$ cat src/rtl/uart_pkg.sv
// Shared register map, status layout and TX state encoding for the MMIO UART transmitter.
package uart_pkg;

    localparam logic [1:0] REG_DATA    = 2'd0;
    localparam logic [1:0] REG_STATUS  = 2'd1;
    localparam logic [1:0] REG_DIVISOR = 2'd2;
    localparam logic [1:0] REG_RSVD    = 2'd3;

    localparam int STAT_BUSY      = 0;
    localparam int STAT_FULL      = 1;
    localparam int STAT_EMPTY     = 2;
    localparam int STAT_OVERFLOW  = 3;
    localparam int STAT_COUNT_LSB = 4;

    typedef enum logic [1:0] {
        IDLE  = 2'd0,
        START = 2'd1,
        DATA  = 2'd2,
        STOP  = 2'd3
    } tx_state_t;

    // A programmed divisor of zero would stall the baud counter, so it behaves as one.
    function automatic logic [15:0] effDivisor(input logic [15:0] d);
        return (d == 16'd0) ? 16'd1 : d;
    endfunction

endpackage

$ cat src/rtl/sync_fifo.sv
// Single-clock FIFO; a push into a full FIFO is accepted only when a pop frees a slot that cycle.
module sync_fifo #(
    parameter int WIDTH = 8,
    parameter int DEPTH = 8
) (
    input  logic                     clk,
    input  logic                     reset,
    input  logic                     push,
    input  logic [WIDTH-1:0]         pushData,
    input  logic                     pop,
    output logic [WIDTH-1:0]         popData,
    output logic                     full,
    output logic                     empty,
    output logic [$clog2(DEPTH):0]   count
);
    localparam int AW = $clog2(DEPTH);
    localparam int CW = AW + 1;

    logic [WIDTH-1:0] mem [DEPTH];
    logic [AW-1:0]    wrPtr;
    logic [AW-1:0]    rdPtr;
    logic             pushOk;
    logic             popOk;

    assign full    = (count == CW'(DEPTH));
    assign empty   = (count == '0);
    assign popOk   = pop && !empty;
    assign pushOk  = push && (!full || popOk);
    assign popData = mem[rdPtr];

    // Storage array; contents need no reset since the pointers define validity.
    always_ff @(posedge clk) begin
        if (pushOk) begin
            mem[wrPtr] <= pushData;
        end
    end

    // Pointer and occupancy bookkeeping; power-of-two depth lets pointers wrap naturally.
    always_ff @(posedge clk or negedge reset) begin
        if (!reset) begin
            wrPtr <= '0;
            rdPtr <= '0;
            count <= '0;
        end else begin
            if (pushOk) begin
                wrPtr <= wrPtr + 1'b1;
            end
            if (popOk) begin
                rdPtr <= rdPtr + 1'b1;
            end
            count <= count + CW'(pushOk) - CW'(popOk);
        end
    end

endmodule

$ cat src/rtl/uart_tx_mmio.sv
// Memory-mapped 8N1 UART transmitter: bus decode, control registers, TX FIFO and serialiser FSM.
//
//   state | meaning
//   IDLE  | line high, waiting for a byte in the FIFO
//   START | start bit, line low for div cycles
//   DATA  | 8 data bits LSB first, div cycles each
//   STOP  | stop bit, line high; chains straight into START if more data is queued
module uart_tx_mmio
    import uart_pkg::*;
#(
    parameter int CLKS_PER_BIT = 104,
    parameter int FIFO_DEPTH   = 8
) (
    input  logic        clk,
    input  logic        reset,
    input  logic        sel,
    input  logic [31:0] memAddress,
    input  logic [31:0] memWriteData,
    input  logic        memWrite,
    input  logic [3:0]  byteMask,
    output logic [31:0] memReadData,
    output logic        tx
);
    localparam int CW = $clog2(FIFO_DEPTH) + 1;

    logic [1:0]    regAddr;
    logic          busWr;
    logic          busRd;
    logic          pushReq;
    logic          popReq;
    logic [7:0]    fifoHead;
    logic          fifoFull;
    logic          fifoEmpty;
    logic [CW-1:0] fifoCount;
    logic [15:0]   divisor;
    logic          overflow;
    logic [3:0]    countSat;
    logic [31:0]   statusWord;
    logic [31:0]   readMux;
    logic          unusedBits;

    tx_state_t   state, stateNext;
    logic [7:0]  shifter, shifterNext;
    logic [2:0]  bitCnt, bitCntNext;
    logic [15:0] baudCnt, baudCntNext;
    logic [15:0] divLatched, divLatchedNext;
    logic        txNext;
    logic        loadFrame;

    assign regAddr    = memAddress[3:2];
    assign busWr      = sel && memWrite;
    assign busRd      = sel && !memWrite;
    assign pushReq    = busWr && (regAddr == REG_DATA) && byteMask[0];
    assign countSat   = (32'(fifoCount) > 32'd15) ? 4'd15 : 4'(fifoCount);
    assign unusedBits = ^{memAddress[31:4], memAddress[1:0], memWriteData[31:16], byteMask[3:2]};

    sync_fifo #(
        .WIDTH (8),
        .DEPTH (FIFO_DEPTH)
    ) uFifo (
        .clk      (clk),
        .reset    (reset),
        .push     (pushReq),
        .pushData (memWriteData[7:0]),
        .pop      (popReq),
        .popData  (fifoHead),
        .full     (fifoFull),
        .empty    (fifoEmpty),
        .count    (fifoCount)
    );

    // Assemble the STATUS word and select load data by register offset.
    always_comb begin
        statusWord                            = '0;
        statusWord[STAT_BUSY]                 = (state != IDLE);
        statusWord[STAT_FULL]                 = fifoFull;
        statusWord[STAT_EMPTY]                = fifoEmpty;
        statusWord[STAT_OVERFLOW]             = overflow;
        statusWord[STAT_COUNT_LSB +: 4]       = countSat;
        readMux                               = '0;
        case (regAddr)
            REG_STATUS:  readMux = statusWord;
            REG_DIVISOR: readMux = {16'b0, divisor};
            default:     readMux = '0;
        endcase
    end

    // Control registers: per-byte divisor stores and the sticky overflow flag.
    always_ff @(posedge clk or negedge reset) begin
        if (!reset) begin
            divisor  <= 16'(CLKS_PER_BIT);
            overflow <= 1'b0;
        end else begin
            if (busWr && (regAddr == REG_DIVISOR)) begin
                if (byteMask[0]) divisor[7:0]  <= memWriteData[7:0];
                if (byteMask[1]) divisor[15:8] <= memWriteData[15:8];
            end
            if (pushReq && fifoFull && !popReq) begin
                overflow <= 1'b1;
            end else if (busWr && (regAddr == REG_STATUS) && byteMask[0]
                         && memWriteData[STAT_OVERFLOW]) begin
                overflow <= 1'b0;
            end
        end
    end

    // Load data is captured on read cycles only and held otherwise, like a RAM read port.
    always_ff @(posedge clk or negedge reset) begin
        if (!reset) begin
            memReadData <= '0;
        end else if (busRd) begin
            memReadData <= readMux;
        end
    end

    // Serialiser next-state: baud down-counter reloads with div-1 at each bit boundary.
    always_comb begin
        stateNext      = state;
        shifterNext    = shifter;
        bitCntNext     = bitCnt;
        baudCntNext    = baudCnt;
        divLatchedNext = divLatched;
        popReq         = 1'b0;
        loadFrame      = 1'b0;
        case (state)
            IDLE: begin
                loadFrame = !fifoEmpty;
            end
            START: begin
                if (baudCnt == 16'd0) begin
                    baudCntNext = divLatched - 16'd1;
                    bitCntNext  = 3'd0;
                    stateNext   = DATA;
                end else begin
                    baudCntNext = baudCnt - 16'd1;
                end
            end
            DATA: begin
                if (baudCnt == 16'd0) begin
                    baudCntNext = divLatched - 16'd1;
                    shifterNext = {1'b0, shifter[7:1]};
                    bitCntNext  = bitCnt + 3'd1;
                    if (bitCnt == 3'd7) begin
                        stateNext = STOP;
                    end
                end else begin
                    baudCntNext = baudCnt - 16'd1;
                end
            end
            STOP: begin
                if (baudCnt == 16'd0) begin
                    loadFrame = !fifoEmpty;
                    stateNext = IDLE;
                end else begin
                    baudCntNext = baudCnt - 16'd1;
                end
            end
            default: stateNext = IDLE;
        endcase
        // The divisor is sampled at the pop so mid-frame writes only affect the next frame.
        if (loadFrame) begin
            popReq         = 1'b1;
            shifterNext    = fifoHead;
            divLatchedNext = effDivisor(divisor);
            baudCntNext    = effDivisor(divisor) - 16'd1;
            stateNext      = START;
        end
        case (stateNext)
            START:   txNext = 1'b0;
            DATA:    txNext = shifterNext[0];
            default: txNext = 1'b1;
        endcase
    end

    // Serialiser registers; tx is registered alongside the state so it changes on the same edge.
    always_ff @(posedge clk or negedge reset) begin
        if (!reset) begin
            state      <= IDLE;
            shifter    <= '0;
            bitCnt     <= '0;
            baudCnt    <= '0;
            divLatched <= 16'd1;
            tx         <= 1'b1;
        end else begin
            state      <= stateNext;
            shifter    <= shifterNext;
            bitCnt     <= bitCntNext;
            baudCnt    <= baudCntNext;
            divLatched <= divLatchedNext;
            tx         <= txNext;
        end
    end

endmodule
$ cat config.mk
export PLATFORM = sky130hd
export DESIGN_NAME = uart_tx_mmio
export DESIGN_NICKNAME = d
export VERILOG_FILES = /design/src/rtl/uart_pkg.sv /design/src/rtl/sync_fifo.sv /design/src/rtl/uart_tx_mmio.sv
export SDC_FILE = /design/constraint.sdc
export NUM_CORES = 1
export LEC_CHECK = 0
export ABC_AREA = 1
export CAP_MARGIN = 20
export CELL_PAD_IN_SITES_DETAIL_PLACEMENT = 1
export CELL_PAD_IN_SITES_GLOBAL_PLACEMENT = 1
export CORE_UTILIZATION = 42
export DETAILED_ROUTE_END_ITERATION = 8
export GPL_TIMING_DRIVEN = 0
export MAX_ROUTING_LAYER = met4
export PLACE_DENSITY = 0.88
export SETUP_SLACK_MARGIN = 0.02
export SYNTH_ARGS = -nofsm -noshare
export SYNTH_HDL_FRONTEND = slang
export SYNTH_SLANG_ARGS = --single-unit
$ cat constraint.sdc
create_clock -name clk -period 3.2 [get_ports clk]
set_clock_uncertainty 0.2 [all_clocks]
set_input_delay 0.32 -clock clk [delete_from_list [all_inputs] [get_ports clk]]
set_output_delay 0.32 -clock clk [all_outputs]
set_load 0.1 [all_outputs]
==> results of run 1 <==
==> through the flow <==
step	utilization (%)	power, mW	std cells
2_1_floorplan	-	3.44	967
3_3_place_gp	46.9	3.76	1240
3_5_place_dp	47.0	3.84	1241
4_1_cts	50.5	5.96	1274
5_1_grt	50.6	6.22	1274
6_report	50.6	5.97	1274
==> cell usage in the layout (no fill, tap or decap), types with 2 or more instances in the layout <==
cell	Yosys	layout
xor2_1	18	18
buf_4	17	18
clkbuf_16	0	17
nand3_1	99	99
nor2_2	1	9
o21ai_0	78	78
o22ai_1	9	9
o221ai_1	9	9
nor3_1	2	2
ha_1	21	20
dfstp_2	5	5
nand4_1	16	16
inv_1	80	77
a21oi_1	12	12
inv_8	0	4
dfrtp_1	84	83
nor2_1	109	101
nand2_4	0	2
clkdlybuf4s50_1	0	38
inv_2	1	4
buf_2	8	7
conb_1	1	16
edfxtp_1	64	64
nand2_1	262	262
or2_2	2	2
nand2_2	5	3
clkbuf_1	20	20
buf_6	1	2
inv_6	0	3
clkinv_8	0	5
xnor2_1	9	9
nand3b_1	3	3
==> worst reg2reg max path, cell delays in order, from the launching register on <==
cell and delay, ps:
dfrtp_1 420, inv_1 100, ha_2 220, nand2_4 100, nor2_8 160, nand4_4 150, nand2_4 120, nand2_2 110
inv_2 110, buf_6 170, ha_1 240, inv_1 60, ha_1 150, inv_1 60, fa_1 380, xnor2_1 140
==> state kept, by name, indices dropped and copies added, names as in the netlist, 3 cells and up <==
name / flops
uFifo.rdPtr: 3
divisor: 16
bitCnt: 3
uFifo.count: 4
divLatched: 16
uFifo.wrPtr: 3
shifter: 8
memReadData: 16
baudCnt: 16
uFifo.mem: 64
==> cell families (layout without fill, tap and decap cells) <==
group | Yosys count | count (layout) | synth area share (%)
adder cells (fa/ha/maj) | 22 | 22 | 3.51
AND/OR/NAND/NOR | 505 | 505 | 26.8
AO/OA/AOI/OAI | 116 | 116 | 8.13
flip-flops | 153 | 153 | 51.6
other | 1 | 16 | 0.0466
XOR/XNOR | 27 | 27 | 2.94
buffers and inverters | 128 | 201 | 6.98
==> area by class of cell <==
cell class | count | share of cell area, %
repair buffers | 41 | 4.48
inverters | 82 | 3.24
clock inverters | 15 | 2.10
well taps | 234 | 3.08
multi-input cells | 686 | 36.1
plain buffers | 46 | 2.74
clock buffers | 17 | 4.48
flip-flops and latches | 153 | 43.8
==> worst max-delay path by stage <==
stage                           end  startpoint  slack (ps)
floorplan            uFifo.count[2]  baudCnt[0]         450
global placement     uFifo.wrPtr[0]       reset       -1830
detailed placement  uFifo.mem[0][0]  baudCnt[0]         -70
CTS                 uFifo.mem[5][0]  baudCnt[0]          20
global route         uFifo.count[2]  baudCnt[0]          40
finish               uFifo.count[2]  baudCnt[0]         190
==> routing by layer <==
metal	wire length [um]	part of all wire, %	GRT usage (%)	up-vias
met2	12300	51	43.4	128
met5	0	0	-	-
li1	-	-	-	3276
met3	701	2.9	3.62	42
met4	490	2.0	10.1	0
met1	10600	44	32.7	3550
==> power by group <==
part / switching [mW] / total [mW] / leakage, nW / internal, mW
sequential: 0.197 / 2.43 / 1.58 / 2.24
combinational: 0.971 / 1.41 / 2.33 / 0.442
clock: 0.988 / 2.12 / 0.300 / 1.13
total: 2.16 / 5.97 / 4.20 / 3.81
==> timing repair <==
| action | CTS | global route |
|---|---|---|
| hold endpoints to repair | 32 | 0 |
| resized for setup | 8 | 9 |
| pin swaps | 0 | 1 |
| setup buffers | 0 | 0 |
| cloned | 0 | 0 |
| setup endpoints to repair | 50 | 41 |
| hold buffers | 1 | 0 |
==> reports/qor.yml, run 1 <==
place_area_um2: 8820
seqCellArea_um2: 4160
whs_path_depth: 3
syn_area_um2: 8050
dieArea_um2: 19700
timing.fmax_mhz: 332
p_leak_nw: 4.20
vias_per_cell: 5.49
finalHoldViolCount: 0
synth_seq_cells: 153
core_area_um2: 18800
ctsHtreeMaxLevel: 4
hp-class: "input pin to flip-flop"
synth-edff-count: 64
cts_root_buf: "clkbuf_16"
ys_seq_area_share_pct: 51.6
synth_top_area_share_pct: 26.1
period_share_pct: 94.1
numClockSinks: 153
synthArstFlopShare_pct: 58.2
fin_crit_ps: 3010
r2r_setup_slack_ps: 190
power.density_nw_per_um2: 629
grt_use_total_pct: 26.2
timing.rr.end: "uFifo.count[2]"
fin_nets: 1121
synth_area_leaders: "dfrtp_1, edfxtp_1, nand2_1"
die_h_um: 140
cts_buffers: 17
clk_pin_slew_ps: 70
rsz0062_at_grt: "no"
status: "complete, no violations"
clock_latency_ps: 450
antenna_found_initial: 0
cp_num_buf_inv: 5
crit_path_frequent_cell: "inv_1"
multi_input_area_um2: 3430
hold_path_end: "memReadData[2]"
drc: 0
reg2regPathDepth: 15
yosysMostFrequentCell: "nand2_1"
fillers: 2245
first_global_vias: 7258
min-delay-start: "memWrite"
ant_nets: 0
path_class: "flip-flop to flip-flop"
place_ws_ps: -74.3
io_pins: 105
relSlewSlack_pct: 33.1
place_congestion: 0.848
numPortBuffers: 39
syn_to_final_growth_pct: 17.9
drive_above_1_share_pct: 8.94
final_cell_area_um2: 9490
wl_per_cell_um: 18.9
syn_area_per_cell_um2: 8.46
slowest_delay_ps: 420
via_count: 6996
reg2reg_from: "baudCnt[0]"
dp_hpwl_um: 17200
slew_violations: 0
crit_slowest_cell: "dfrtp_1"
synth_cells: 952
finalSetupViolCount: 0
ys.flop_type: "dfrtp_1"
crit_fanout: 10
post-synth-top-area-cell: "dfrtp_1"
cts_tree: "done"
cp.required_ps: 3330
ir_drop_mv: 0.412
die_w_um: 140
cp.arrival_ps: 3140
drtIter0Drc: 502
cap_violations: 0
worstMarginPinSlew_ps: 1000
whs_ps: 175
antennaDiodeCount: 0
critPathTopFamily: "adder cells"
grt_pass1_wl_um: 38400
row_count: 50
critPathCaptureType: "flip-flop"
synth.distinct_cells: 42
yosys_warnings: 0
grt_max_degree: 57
routed_wirelength_um: 24100
timing.critical_path.cells: "inv_1 > ha_2 > nand2_4 > nor2_8 > nand4_4 > nand2_4 > nand2_2 > inv_2 > buf_6 > ha_1 > inv_1 > ha_1 > inv_1 > fa_1 > xnor2_1"
drt-pass1-iter-count: 7
start_kind: "flip-flop"
synth_common_cells: "nand2_1, nor2_1, nand3_1, dfrtp_1, inv_1"
globalRouteOverflowTotal: 0
cts_buffer_depth: 2
start_util_pct: 42.9
setup_tns_ps: 0
timing.final.ws_setup_ps: 188
path_depth: 15
Power figures use the tool's default switching activity.
==> inputs of run 2 (changes only) <==
- CORE_ASPECT_RATIO: unset -> 1.1
==> reports/qor.yml, run 2 (same netlist as run 1, synthesis figures left out) <==
vias_per_cell: 5.43
routed_wirelength_um: 24300
fin_nets: 1121
fin_crit_ps: 3060
wl_per_cell_um: 19.0
die_w_um: 134
dieArea_um2: 19700
drt-pass1-iter-count: 5
antenna_found_initial: 0
relSlewSlack_pct: 33.3
rsz0062_at_grt: "no"
grt_max_degree: 57
die_h_um: 147
period_share_pct: 95.7
core_area_um2: 18600
cts_buffers: 17
grt_use_total_pct: 26.8
finalSetupViolCount: 0
slew_violations: 0
timing.critical_path.cells: "inv_1 > ha_1 > inv_1 > nand2_1 > inv_1 > nand2_2 > inv_2 > buf_6 > ha_1 > inv_1 > ha_1 > inv_1 > fa_1 > inv_1"
finalHoldViolCount: 0
io_pins: 105
crit_slowest_cell: "fa_1"
cts_root_buf: "clkbuf_16"
ant_nets: 0
first_global_vias: 7449
drtIter0Drc: 424
fillers: 2257
largest_reg_flops: 64
start_kind: "flip-flop"
ctsHtreeMaxLevel: 4
crit_fanout: 10
power.density_nw_per_um2: 608
worstMarginPinSlew_ps: 997
timing.fmax_mhz: 327
numPortBuffers: 39
numClockSinks: 153
row_count: 52
antennaDiodeCount: 0
ir_drop_mv: 0.438
clk_pin_slew_ps: 60
top_register: "uFifo.mem"
final_common_cell: "nand2_1"
final_cell_mix: "nand2_1, nor2_1, nand3_1, dfrtp_1"
cts_buffer_depth: 2
globalRouteOverflowTotal: 0
cp.required_ps: 3330
cap_violations: 0
place_congestion: 0.870
slowest_delay_ps: 480
via_count: 6968
crit_path_frequent_cell: "inv_1"
p_leak_nw: 4.17
path_class: "flip-flop to flip-flop"
critPathCaptureType: "flip-flop"
clock_latency_ps: 430
drive_above_1_share_pct: 8.65
grt_pass1_wl_um: 39600
dp_hpwl_um: 17400
syn_to_final_growth_pct: 16.9
place_area_um2: 8830
cts_tree: "done"
final_cell_area_um2: 9420
place_ws_ps: -109
status: "complete, no violations"
cp.arrival_ps: 3190
hp-class: "input pin to flip-flop"
timing.final.ws_setup_ps: 139
drc: 0
start_util_pct: 43.3
## run 2: cell count changes in the layout (fill, tap and decap cells not counted), sizes merged
cell	before	now
bufinv	1	0
clkbuf	37	38
clkinv	7	4
clkinvlp	1	3
inv	88	89
## run 2: path summary, 6_finish.rpt
check	start	to	slack, ps	cells past startpoint
max in group asynchronous	reset	divisor[5]	1910	3
worst max register to register	state[1]	uFifo.count[1]	140	14
worst max-delay path	state[1]	uFifo.count[1]	140	14
worst min register to register	bitCnt[1]	bitCnt[1]	300	2
worst min-delay path	memWrite	memReadData[4]	170	3
min in group asynchronous	reset	baudCnt[15]	190	2
## run 2: what timing repair did
| item | 4_1_cts | 5_1_grt |
|---|---|---|
| endpoints found under the setup margin | 58 | 34 |
| buffers inserted | 0 | 0 |
| hold buffers | 1 | 0 |
| endpoints found under the hold margin | 32 | 0 |
| pin swaps | 0 | 1 |
| gates resized for setup | 7 | 9 |
| gates cloned | 0 | 0 |
## run 2: per-layer routing
layer | wire length [um] | GRT usage, %
met1 | 10300 | 32.8
met2 | 12500 | 44.7
met3 | 851 | 3.55
met4 | 703 | 10.8
met5 | 0 | -
## run 2: worst max-delay path: cells and delay by family, from the launching register on
| family | cells | cell delay, ps |
|---|---|---|
| adder cells (fa/ha/maj) | 4 | 1160 |
| buffers and inverters | 8 | 920 |
| flip-flops | 1 | 440 |
| AND/OR/NAND/NOR | 2 | 220 |
## run 2: metrics by stage
stage	cells	TNS [ps]	power, mW	util (%)	hold slack [ps]
finish	1283	0	5.73	50.6	169
global route	1283	0	5.99	50.6	204
CTS	1283	-1330	5.73	50.5	163
detailed placement	1250	-2220	3.83	47.5	116
global placement	1249	-151170	3.75	47.3	272
floorplan	967	0	3.44	-	-176
## run 2: area by class of cell
cell class	instances	area (um^2)	share of cell area, %
clock buffer	18	429	4.56
inverter	82	308	3.27
buffer	46	260	2.76
sequential	153	4160	44.1
timing repair buffer	41	425	4.52
tap	243	304	3.23
multi-input combinational	686	3430	36.4
clock inverter	14	110	1.17
## run 2: where the power goes
part	switching (mW)	internal (mW)	leakage (nW)	total, mW
clock network	0.880	1.01	0.258	1.89
logic	0.970	0.443	2.33	1.41
registers	0.190	2.24	1.58	2.43
total	2.04	3.69	4.17	5.73
